### src/rtl/dbi_req_arbiter_pkg.sv
// Shared types and defaults for the DBI requester arbiter.
// Latency: n/a (declarations only).
// Backpressure: n/a.
package dbi_arb_pkg;

  // Width of grant_id / last_grant; covers up to 8 requesters.
  localparam int GRANT_W = 3;

  localparam int          TIMEOUT_DEFAULT  = 200;
  localparam logic [31:0] ERR_DATA_DEFAULT = 32'hFFFF_FFFF;

  // One-hot FSM encoding.
  typedef enum logic [2:0] {
    ST_IDLE = 3'b001,
    ST_WAIT = 3'b010,
    ST_GAP  = 3'b100
  } state_e;

endpackage

### src/rtl/dbi_req_arbiter_if.sv
// Requester bundle plus DBI bus seen by the arbiter.
// Latency: n/a (wiring only).
// Backpressure: requests are held until the matching ack/err pulse.
interface dbi_req_arbiter_if
  import dbi_arb_pkg::*;
#(
  parameter int NUM_REQ = 2
);

  logic                   dbi_ready;
  logic [NUM_REQ-1:0]     req_valid;
  logic [NUM_REQ*4-1:0]   req_wr;
  logic [NUM_REQ*32-1:0]  req_addr;
  logic [NUM_REQ*32-1:0]  req_din;
  logic [NUM_REQ-1:0]     req_cs2_exp;
  logic [NUM_REQ-1:0]     req_ack;
  logic [NUM_REQ-1:0]     req_err;
  logic [31:0]            req_dout;
  logic                   dbi_cs;
  logic                   dbi_cs2_exp;
  logic [3:0]             dbi_wr;
  logic [31:0]            dbi_addr;
  logic [31:0]            dbi_din;
  logic                   dbi_ack;
  logic [31:0]            dbi_dout;
  logic                   busy;
  logic [GRANT_W-1:0]     grant_id;

  // The arbiter owns the DBI bus and the response pulses.
  modport master (
    input  dbi_ready, req_valid, req_wr, req_addr, req_din, req_cs2_exp,
    input  dbi_ack, dbi_dout,
    output req_ack, req_err, req_dout,
    output dbi_cs, dbi_cs2_exp, dbi_wr, dbi_addr, dbi_din,
    output busy, grant_id
  );

  // Requesters and the DBI target on the other side.
  modport slave (
    output dbi_ready, req_valid, req_wr, req_addr, req_din, req_cs2_exp,
    output dbi_ack, dbi_dout,
    input  req_ack, req_err, req_dout,
    input  dbi_cs, dbi_cs2_exp, dbi_wr, dbi_addr, dbi_din,
    input  busy, grant_id
  );

endinterface

### src/rtl/dbi_req_arbiter_rr_pick.sv
// Round-robin selector: first valid requester scanning up from last_grant+1.
// Latency: combinational.
// Backpressure: none; pick_valid is low when no requester is valid.
module rr_pick
  import dbi_arb_pkg::*;
#(
  parameter int NUM_REQ = 2
) (
  input  logic [NUM_REQ-1:0] req_valid,
  input  logic [GRANT_W-1:0] last_grant,
  output logic               pick_valid,
  output logic [GRANT_W-1:0] pick_id
);

  localparam int IDX_W = GRANT_W + 1;

  logic [IDX_W-1:0] idx;

  // Walk the NUM_REQ positions after last_grant with wrap; earliest valid one wins.
  always_comb begin
    pick_valid = 1'b0;
    pick_id    = '0;
    idx        = '0;
    for (int i = 1; i <= NUM_REQ; i++) begin
      idx = {1'b0, last_grant} + IDX_W'(i);
      if (idx >= IDX_W'(NUM_REQ)) begin
        idx = idx - IDX_W'(NUM_REQ);
      end
      for (int j = 0; j < NUM_REQ; j++) begin
        if (!pick_valid && req_valid[j] && (idx == IDX_W'(j))) begin
          pick_valid = 1'b1;
          pick_id    = GRANT_W'(j);
        end
      end
    end
  end

endmodule

### src/rtl/dbi_req_arbiter.sv
// Round-robin arbiter sharing the PCIe DBI register bus among NUM_REQ requesters.
// Latency: dbi_cs one cycle after request; ack/err pulse one cycle after dbi_ack or timeout.
// Backpressure: requests wait in IDLE while dbi_ready is low or another transaction is in flight.
module dbi_req_arbiter
  import dbi_arb_pkg::*;
#(
  parameter int          NUM_REQ  = 2,
  parameter int          TIMEOUT  = TIMEOUT_DEFAULT,
  parameter logic [31:0] ERR_DATA = ERR_DATA_DEFAULT
) (
  input logic               core_clk,
  input logic               core_rst,
  dbi_req_arbiter_if.master bus
);

  // Counter value on the last cycle dbi_cs may stay high without an ack.
  localparam logic [7:0]         CNT_LAST = 8'(TIMEOUT - 1);
  // Pointing last_grant at the top requester makes requester 0 win first.
  localparam logic [GRANT_W-1:0] LAST_RST = GRANT_W'(NUM_REQ - 1);

  state_e               state_q, state_d;
  logic [GRANT_W-1:0]   grant_q, grant_d;
  logic [GRANT_W-1:0]   last_q, last_d;
  logic [7:0]           cnt_q, cnt_d;
  logic                 cs_q, cs_d;
  logic                 cs2_q, cs2_d;
  logic [3:0]           wr_q, wr_d;
  logic [31:0]          addr_q, addr_d;
  logic [31:0]          din_q, din_d;
  logic [31:0]          dout_q, dout_d;
  logic [NUM_REQ-1:0]   ack_q, ack_d;
  logic [NUM_REQ-1:0]   err_q, err_d;

  logic                 pick_vld;
  logic [GRANT_W-1:0]   pick_id;
  logic                 sel_cs2;
  logic [3:0]           sel_wr;
  logic [31:0]          sel_addr;
  logic [31:0]          sel_din;
  logic [NUM_REQ-1:0]   gnt_oh;

  rr_pick #(
    .NUM_REQ (NUM_REQ)
  ) u_pick (
    .req_valid  (bus.req_valid),
    .last_grant (last_q),
    .pick_valid (pick_vld),
    .pick_id    (pick_id)
  );

  // Steer the winning requester's slice onto one set of candidate bus fields.
  always_comb begin
    sel_cs2  = 1'b0;
    sel_wr   = '0;
    sel_addr = '0;
    sel_din  = '0;
    for (int i = 0; i < NUM_REQ; i++) begin
      if (pick_id == GRANT_W'(i)) begin
        sel_cs2  = bus.req_cs2_exp[i];
        sel_wr   = bus.req_wr[i*4 +: 4];
        sel_addr = bus.req_addr[i*32 +: 32];
        sel_din  = bus.req_din[i*32 +: 32];
      end
    end
  end

  // One-hot form of the granted index, used to steer the completion pulse.
  always_comb begin
    gnt_oh = '0;
    for (int i = 0; i < NUM_REQ; i++) begin
      gnt_oh[i] = (grant_q == GRANT_W'(i));
    end
  end

  // FSM next state, field latching, timeout counting and response generation.
  always_comb begin
    state_d = state_q;
    grant_d = grant_q;
    last_d  = last_q;
    cnt_d   = cnt_q;
    cs_d    = cs_q;
    cs2_d   = cs2_q;
    wr_d    = wr_q;
    addr_d  = addr_q;
    din_d   = din_q;
    dout_d  = dout_q;
    ack_d   = '0;
    err_d   = '0;
    case (state_q)
      ST_IDLE: begin
        if (bus.dbi_ready && pick_vld) begin
          grant_d = pick_id;
          last_d  = pick_id;
          cnt_d   = '0;
          cs_d    = 1'b1;
          cs2_d   = sel_cs2;
          wr_d    = sel_wr;
          addr_d  = sel_addr;
          din_d   = sel_din;
          state_d = ST_WAIT;
        end
      end
      ST_WAIT: begin
        // An ack on the final timeout cycle still counts as a good completion.
        if (bus.dbi_ack) begin
          cs_d    = 1'b0;
          dout_d  = bus.dbi_dout;
          ack_d   = gnt_oh;
          state_d = ST_GAP;
        end else if (cnt_q == CNT_LAST) begin
          cs_d    = 1'b0;
          dout_d  = ERR_DATA;
          err_d   = gnt_oh;
          state_d = ST_GAP;
        end else begin
          cnt_d = cnt_q + 8'd1;
        end
      end
      ST_GAP: begin
        state_d = ST_IDLE;
      end
      default: begin
        state_d = ST_IDLE;
      end
    endcase
  end

  // State and output registers; reset drops dbi_cs at once and suppresses any pulse.
  always_ff @(posedge core_clk or posedge core_rst) begin
    if (core_rst) begin
      state_q <= ST_IDLE;
      grant_q <= '0;
      last_q  <= LAST_RST;
      cnt_q   <= '0;
      cs_q    <= 1'b0;
      cs2_q   <= 1'b0;
      wr_q    <= '0;
      addr_q  <= '0;
      din_q   <= '0;
      dout_q  <= '0;
      ack_q   <= '0;
      err_q   <= '0;
    end else begin
      state_q <= state_d;
      grant_q <= grant_d;
      last_q  <= last_d;
      cnt_q   <= cnt_d;
      cs_q    <= cs_d;
      cs2_q   <= cs2_d;
      wr_q    <= wr_d;
      addr_q  <= addr_d;
      din_q   <= din_d;
      dout_q  <= dout_d;
      ack_q   <= ack_d;
      err_q   <= err_d;
    end
  end

  assign bus.dbi_cs      = cs_q;
  assign bus.dbi_cs2_exp = cs2_q;
  assign bus.dbi_wr      = wr_q;
  assign bus.dbi_addr    = addr_q;
  assign bus.dbi_din     = din_q;
  assign bus.req_ack     = ack_q;
  assign bus.req_err     = err_q;
  assign bus.req_dout    = dout_q;
  assign bus.grant_id    = grant_q;
  assign bus.busy        = (state_q != ST_IDLE);

endmodule

### src/flat_wrapper.sv
// flat-port wrapper written by rule: the top's interface ports become plain ports
module dbi_req_arbiter_flat import dbi_arb_pkg::*;
#(
  parameter int          NUM_REQ  = 2,
  parameter int          TIMEOUT  = TIMEOUT_DEFAULT,
  parameter logic [31:0] ERR_DATA = ERR_DATA_DEFAULT
)
  (core_clk, core_rst, bus_dbi_ready, bus_req_valid, bus_req_wr, bus_req_addr, bus_req_din, bus_req_cs2_exp, bus_dbi_ack, bus_dbi_dout, bus_req_ack, bus_req_err, bus_req_dout, bus_dbi_cs, bus_dbi_cs2_exp, bus_dbi_wr, bus_dbi_addr, bus_dbi_din, bus_busy, bus_grant_id);
  dbi_req_arbiter_if #(.NUM_REQ(NUM_REQ)) bus_i ();
  input logic core_clk;
  input logic core_rst;
  input wire logic [$bits(bus_i.dbi_ready)-1:0] bus_dbi_ready;
  input wire logic [$bits(bus_i.req_valid)-1:0] bus_req_valid;
  input wire logic [$bits(bus_i.req_wr)-1:0] bus_req_wr;
  input wire logic [$bits(bus_i.req_addr)-1:0] bus_req_addr;
  input wire logic [$bits(bus_i.req_din)-1:0] bus_req_din;
  input wire logic [$bits(bus_i.req_cs2_exp)-1:0] bus_req_cs2_exp;
  input wire logic [$bits(bus_i.dbi_ack)-1:0] bus_dbi_ack;
  input wire logic [$bits(bus_i.dbi_dout)-1:0] bus_dbi_dout;
  output wire logic [$bits(bus_i.req_ack)-1:0] bus_req_ack;
  output wire logic [$bits(bus_i.req_err)-1:0] bus_req_err;
  output wire logic [$bits(bus_i.req_dout)-1:0] bus_req_dout;
  output wire logic [$bits(bus_i.dbi_cs)-1:0] bus_dbi_cs;
  output wire logic [$bits(bus_i.dbi_cs2_exp)-1:0] bus_dbi_cs2_exp;
  output wire logic [$bits(bus_i.dbi_wr)-1:0] bus_dbi_wr;
  output wire logic [$bits(bus_i.dbi_addr)-1:0] bus_dbi_addr;
  output wire logic [$bits(bus_i.dbi_din)-1:0] bus_dbi_din;
  output wire logic [$bits(bus_i.busy)-1:0] bus_busy;
  output wire logic [$bits(bus_i.grant_id)-1:0] bus_grant_id;
  assign bus_i.dbi_ready = bus_dbi_ready;
  assign bus_i.req_valid = bus_req_valid;
  assign bus_i.req_wr = bus_req_wr;
  assign bus_i.req_addr = bus_req_addr;
  assign bus_i.req_din = bus_req_din;
  assign bus_i.req_cs2_exp = bus_req_cs2_exp;
  assign bus_i.dbi_ack = bus_dbi_ack;
  assign bus_i.dbi_dout = bus_dbi_dout;
  assign bus_req_ack = bus_i.req_ack;
  assign bus_req_err = bus_i.req_err;
  assign bus_req_dout = bus_i.req_dout;
  assign bus_dbi_cs = bus_i.dbi_cs;
  assign bus_dbi_cs2_exp = bus_i.dbi_cs2_exp;
  assign bus_dbi_wr = bus_i.dbi_wr;
  assign bus_dbi_addr = bus_i.dbi_addr;
  assign bus_dbi_din = bus_i.dbi_din;
  assign bus_busy = bus_i.busy;
  assign bus_grant_id = bus_i.grant_id;
  dbi_req_arbiter #(.NUM_REQ(NUM_REQ), .TIMEOUT(TIMEOUT), .ERR_DATA(ERR_DATA)) u_core (.core_clk(core_clk), .core_rst(core_rst), .bus(bus_i));
endmodule
### config.mk
export PLATFORM = sky130hd
export DESIGN_NAME = dbi_req_arbiter_flat
export DESIGN_NICKNAME = d
export VERILOG_FILES = /design/src/rtl/dbi_req_arbiter_pkg.sv /design/src/rtl/dbi_req_arbiter_if.sv /design/src/rtl/dbi_req_arbiter_rr_pick.sv /design/src/rtl/dbi_req_arbiter.sv /design/src/flat_wrapper.sv
export SDC_FILE = /design/constraint.sdc
export NUM_CORES = 1
export LEC_CHECK = 0
export CORE_MARGIN = 2
export CORE_UTILIZATION = 42
export DETAILED_ROUTE_END_ITERATION = 7
export PLACE_DENSITY_LB_ADDON = 0.3
export SLEW_MARGIN = 20
export SYNTH_ARGS = -nofsm -noshare
export SYNTH_HDL_FRONTEND = slang
export SYNTH_HIERARCHICAL = 1
export SYNTH_SLANG_ARGS = --single-unit
### constraint.sdc
create_clock -name core_clk -period 5.25 [get_ports core_clk]
set_input_delay 0.525 -clock core_clk [delete_from_list [all_inputs] [get_ports core_clk]]
set_output_delay 0.525 -clock core_clk [all_outputs]
set_load 0.03 [all_outputs]
==> metrics.txt <==
Reg power frac=0.289; Worst Path Arrival=3990 ps; vias per inst=5.40; Fillers=928; Seq cells post-synth=121; Rel. slew slack=0.286; IO Port Bufs=285; most frequent cell after synthesis=nor2_1; core area=12500 µm²; top post-synthesis cells by count=nor2_1, dfrtp_1, a221oi_1, o22a_1, clkbuf_1; Diodes inserted=0; CTS Hold Buffers Added=0; cts bufs inserted=17; Worst Skew=9.53 ps; via count=5159; status=completed; Die Ht=116 µm; utilization after layout=0.704; Critical Path RT=5530 ps; die area=13500 µm²; pwr/cell area=637 nW/µm²; post-synth top area cell=dfrtp_1; Post-synth EDFFs=0; Mapped Avg Cell Area=10.5 µm²; top cell type's share of synthesized area=0.562; top cells by area, synth=dfrtp_1, a221oi_1, nor2_1, o22a_1, ha_1; Synth Cell Area=5300 µm²; Total GRT Usage=0.252; Critical Path Fanout Max=42; largest net degree at the start of global routing=84; type of origin of the critical path=flip-flop; LEAKAGE=3.55 nW; drt total wl=17.3 mm; TritonCTS clock tree=done; Reg clk slew, reported paths=50 ps; Crit-path slowest cell=nand3_2; total power=5.59 mW; I/O pin count=286; Max Cap Viol=0; Post-synth ARST share=1.00; crit path launch=u_core/bus.grant_id[1]$_DFFE_PP0P_; crit path cell chain=inv_1, ha_1, inv_1, ha_1, xnor2_1, a32oi_1, nor2_1, a311o_1, nand3_2, buf_4, a221oi_1, nor2_1; RSZ-0062 raised after global routing=no; combinational share of power=0.515; yosys warns=6; Die Wd=116 µm; # DRC=0; vias in the first global route=5206; endpoint type of the worst setup path=flip-flop; HPWL after DPL=12.3 mm; max-slew violation count=0; TNS Setup=0 ps; maximum VDD drop=0.336 mV; root buffer cell=clkbuf_16; Sw Ratio=0.416; Clk network pwr share=0.196; CTS H-tree depth=4; DRT iter0 DRCs=345; Fmax=0.269 GHz; 1st-pass router iterations=5; Yosys cell types=45; setup ws final=1530 ps; Final ANT Viol Nets=0; Gate Count Post-Synth=504; Post-CTS Resized=0; initial antenna violation count=0; Tmin final=3720 ps; # rows=41; GR Overflow Total=0; final setup vio count=0; sw power=2.33 mW; starting density of the core=0.425; Main synth FF type=dfrtp_1; Hold/Removal Path Class=reg -> reg; Setup Crit Path Kind=reg -> reg; CTS Sinks=121; postcts setup bufs=0; sequential area share after synthesis=0.572; fin nets=957; period utilization=0.708; wire length per cell=18.0 µm; share of cells above drive strength 1=0.0599; Fin. Hold Viols=0; Worst Tran Pin Value=1070 ps; first-pass GRT wire length=25.9 mm; CTS max path bufs=2; RePlAce Congestion=0.837; internal power=3.26 mW; reg2reg start=u_core/bus.grant_id[1]$_DFFE_PP0P_; CP peak stage delay=590 ps; critical hold path startpoint=u_core/bus.req_dout[2]$_DFFE_PP0P_; DP Worst Slack=1610 ps; hold slack=484 ps; Clk Latency, worst-skew pair=410 ps; area growth from synthesis to layout=65.7%
-- metrics by stage --
| stage | area (µm²) | cells |
|---|---|---|
| 6_report | 8780 | 956 |
| 5_1_grt | 8780 | 956 |
| 4_1_cts | 8770 | 956 |
| 3_5_place_dp | 8220 | 926 |
| 3_3_place_gp | 8220 | 926 |
| 2_1_floorplan | 5300 | 505 |
-- layout by cell type (no fill, tap or decap), types with 3 or more instances in the layout --
cell type and count:
ha_1 8, a221oi_1 69, dfrtp_1 119, clkbuf_16 17
inv_1 8, xnor2_1 3, buf_4 5, nand3_1 4
a21oi_1 7, o21ai_0 5, nand2_1 20, nor2_1 148
clkbuf_1 3, o21a_1 3, o22a_1 32, clkdlybuf4s50_1 285
clkinv_2 5
-- power groups by stage --
stage	logic [mW]	clock network, mW	registers (mW)
global route	3.08	1.16	1.67
finish	2.88	1.09	1.61
global placement	2.81	0	1.60
detailed placement	2.87	0	1.62
floorplan	0.939	0	2.35
CTS	2.89	1.12	1.61
-- final timing paths --
kind                            depth (start not counted)                             endpoint  slack, ps
max in group asynchronous                               3   u_core/bus.req_dout[1]$_DFFE_PP0P_       3600
worst min register to register                          1   u_core/bus.req_dout[2]$_DFFE_PP0P_        480
min in group asynchronous                               2  u_core/bus.req_dout[18]$_DFFE_PP0P_        630
worst max register to register                         12  u_core/bus.dbi_addr[17]$_DFFE_PP0P_       1530
worst max-delay path                                   12  u_core/bus.dbi_addr[17]$_DFFE_PP0P_       1530
worst min-delay path                                    1   u_core/bus.req_dout[2]$_DFFE_PP0P_        480
-- per-layer routing --
layer,routed length (µm),track usage,share of wire
met4,588,0.125,0.034
met2,8600,0.427,0.50
met3,1820,0.0970,0.11
met5,0,0,0
met1,6250,0.276,0.36
-- critical path, delay by kind of cell, from the launching register on --
family                     cells  cell delay [ps]
AOI/OAI and AO/OA              3              660
xor gates and xnor gates       1              170
and+or+nand+nor                3              890
adders and majority gates      2              550
DFF                            1              520
buffers and inverters          3              780
-- logic make-up after synthesis --
family,Yosys count,synth area share
AO/OA/AOI/OAI,127,0.202
XOR/XNOR,3,0.00496
adder cells (fa/ha/maj),8,0.0189
buffers and inverters,50,0.0449
flip-flops,121,0.572
multiplexers,1,0.00189
other,1,0.000708
AND/OR/NAND/NOR,193,0.155
-- area by class of cell --
type / count / area [µm²] / share of cell area
flip-flops and latches: 121 / 3030 / 0.345
clock buffers: 21 / 450 / 0.0513
repair buffers: 290 / 2890 / 0.329
inverters: 9 / 38.8 / 0.00442
multi-input cells: 334 / 2050 / 0.234
well taps: 172 / 215 / 0.0245
clock inverters: 9 / 101 / 0.0115
-- state kept, by name (all words and copies together), names as in the netlist --
register,count
u_core/bus.dbi_addr,32
u_core/bus.dbi_din,32
u_core/bus.req_dout,32
u_core/cnt_q,8
u_core/bus.dbi_wr,4
u_core/state_q,3
u_core/bus.grant_id,2
u_core/bus.req_ack,2
u_core/bus.req_err,2
u_core/last_q,2
u_core/bus.dbi_cs,1
u_core/bus.dbi_cs2_exp,1
Power figures use the tool's default switching activity.
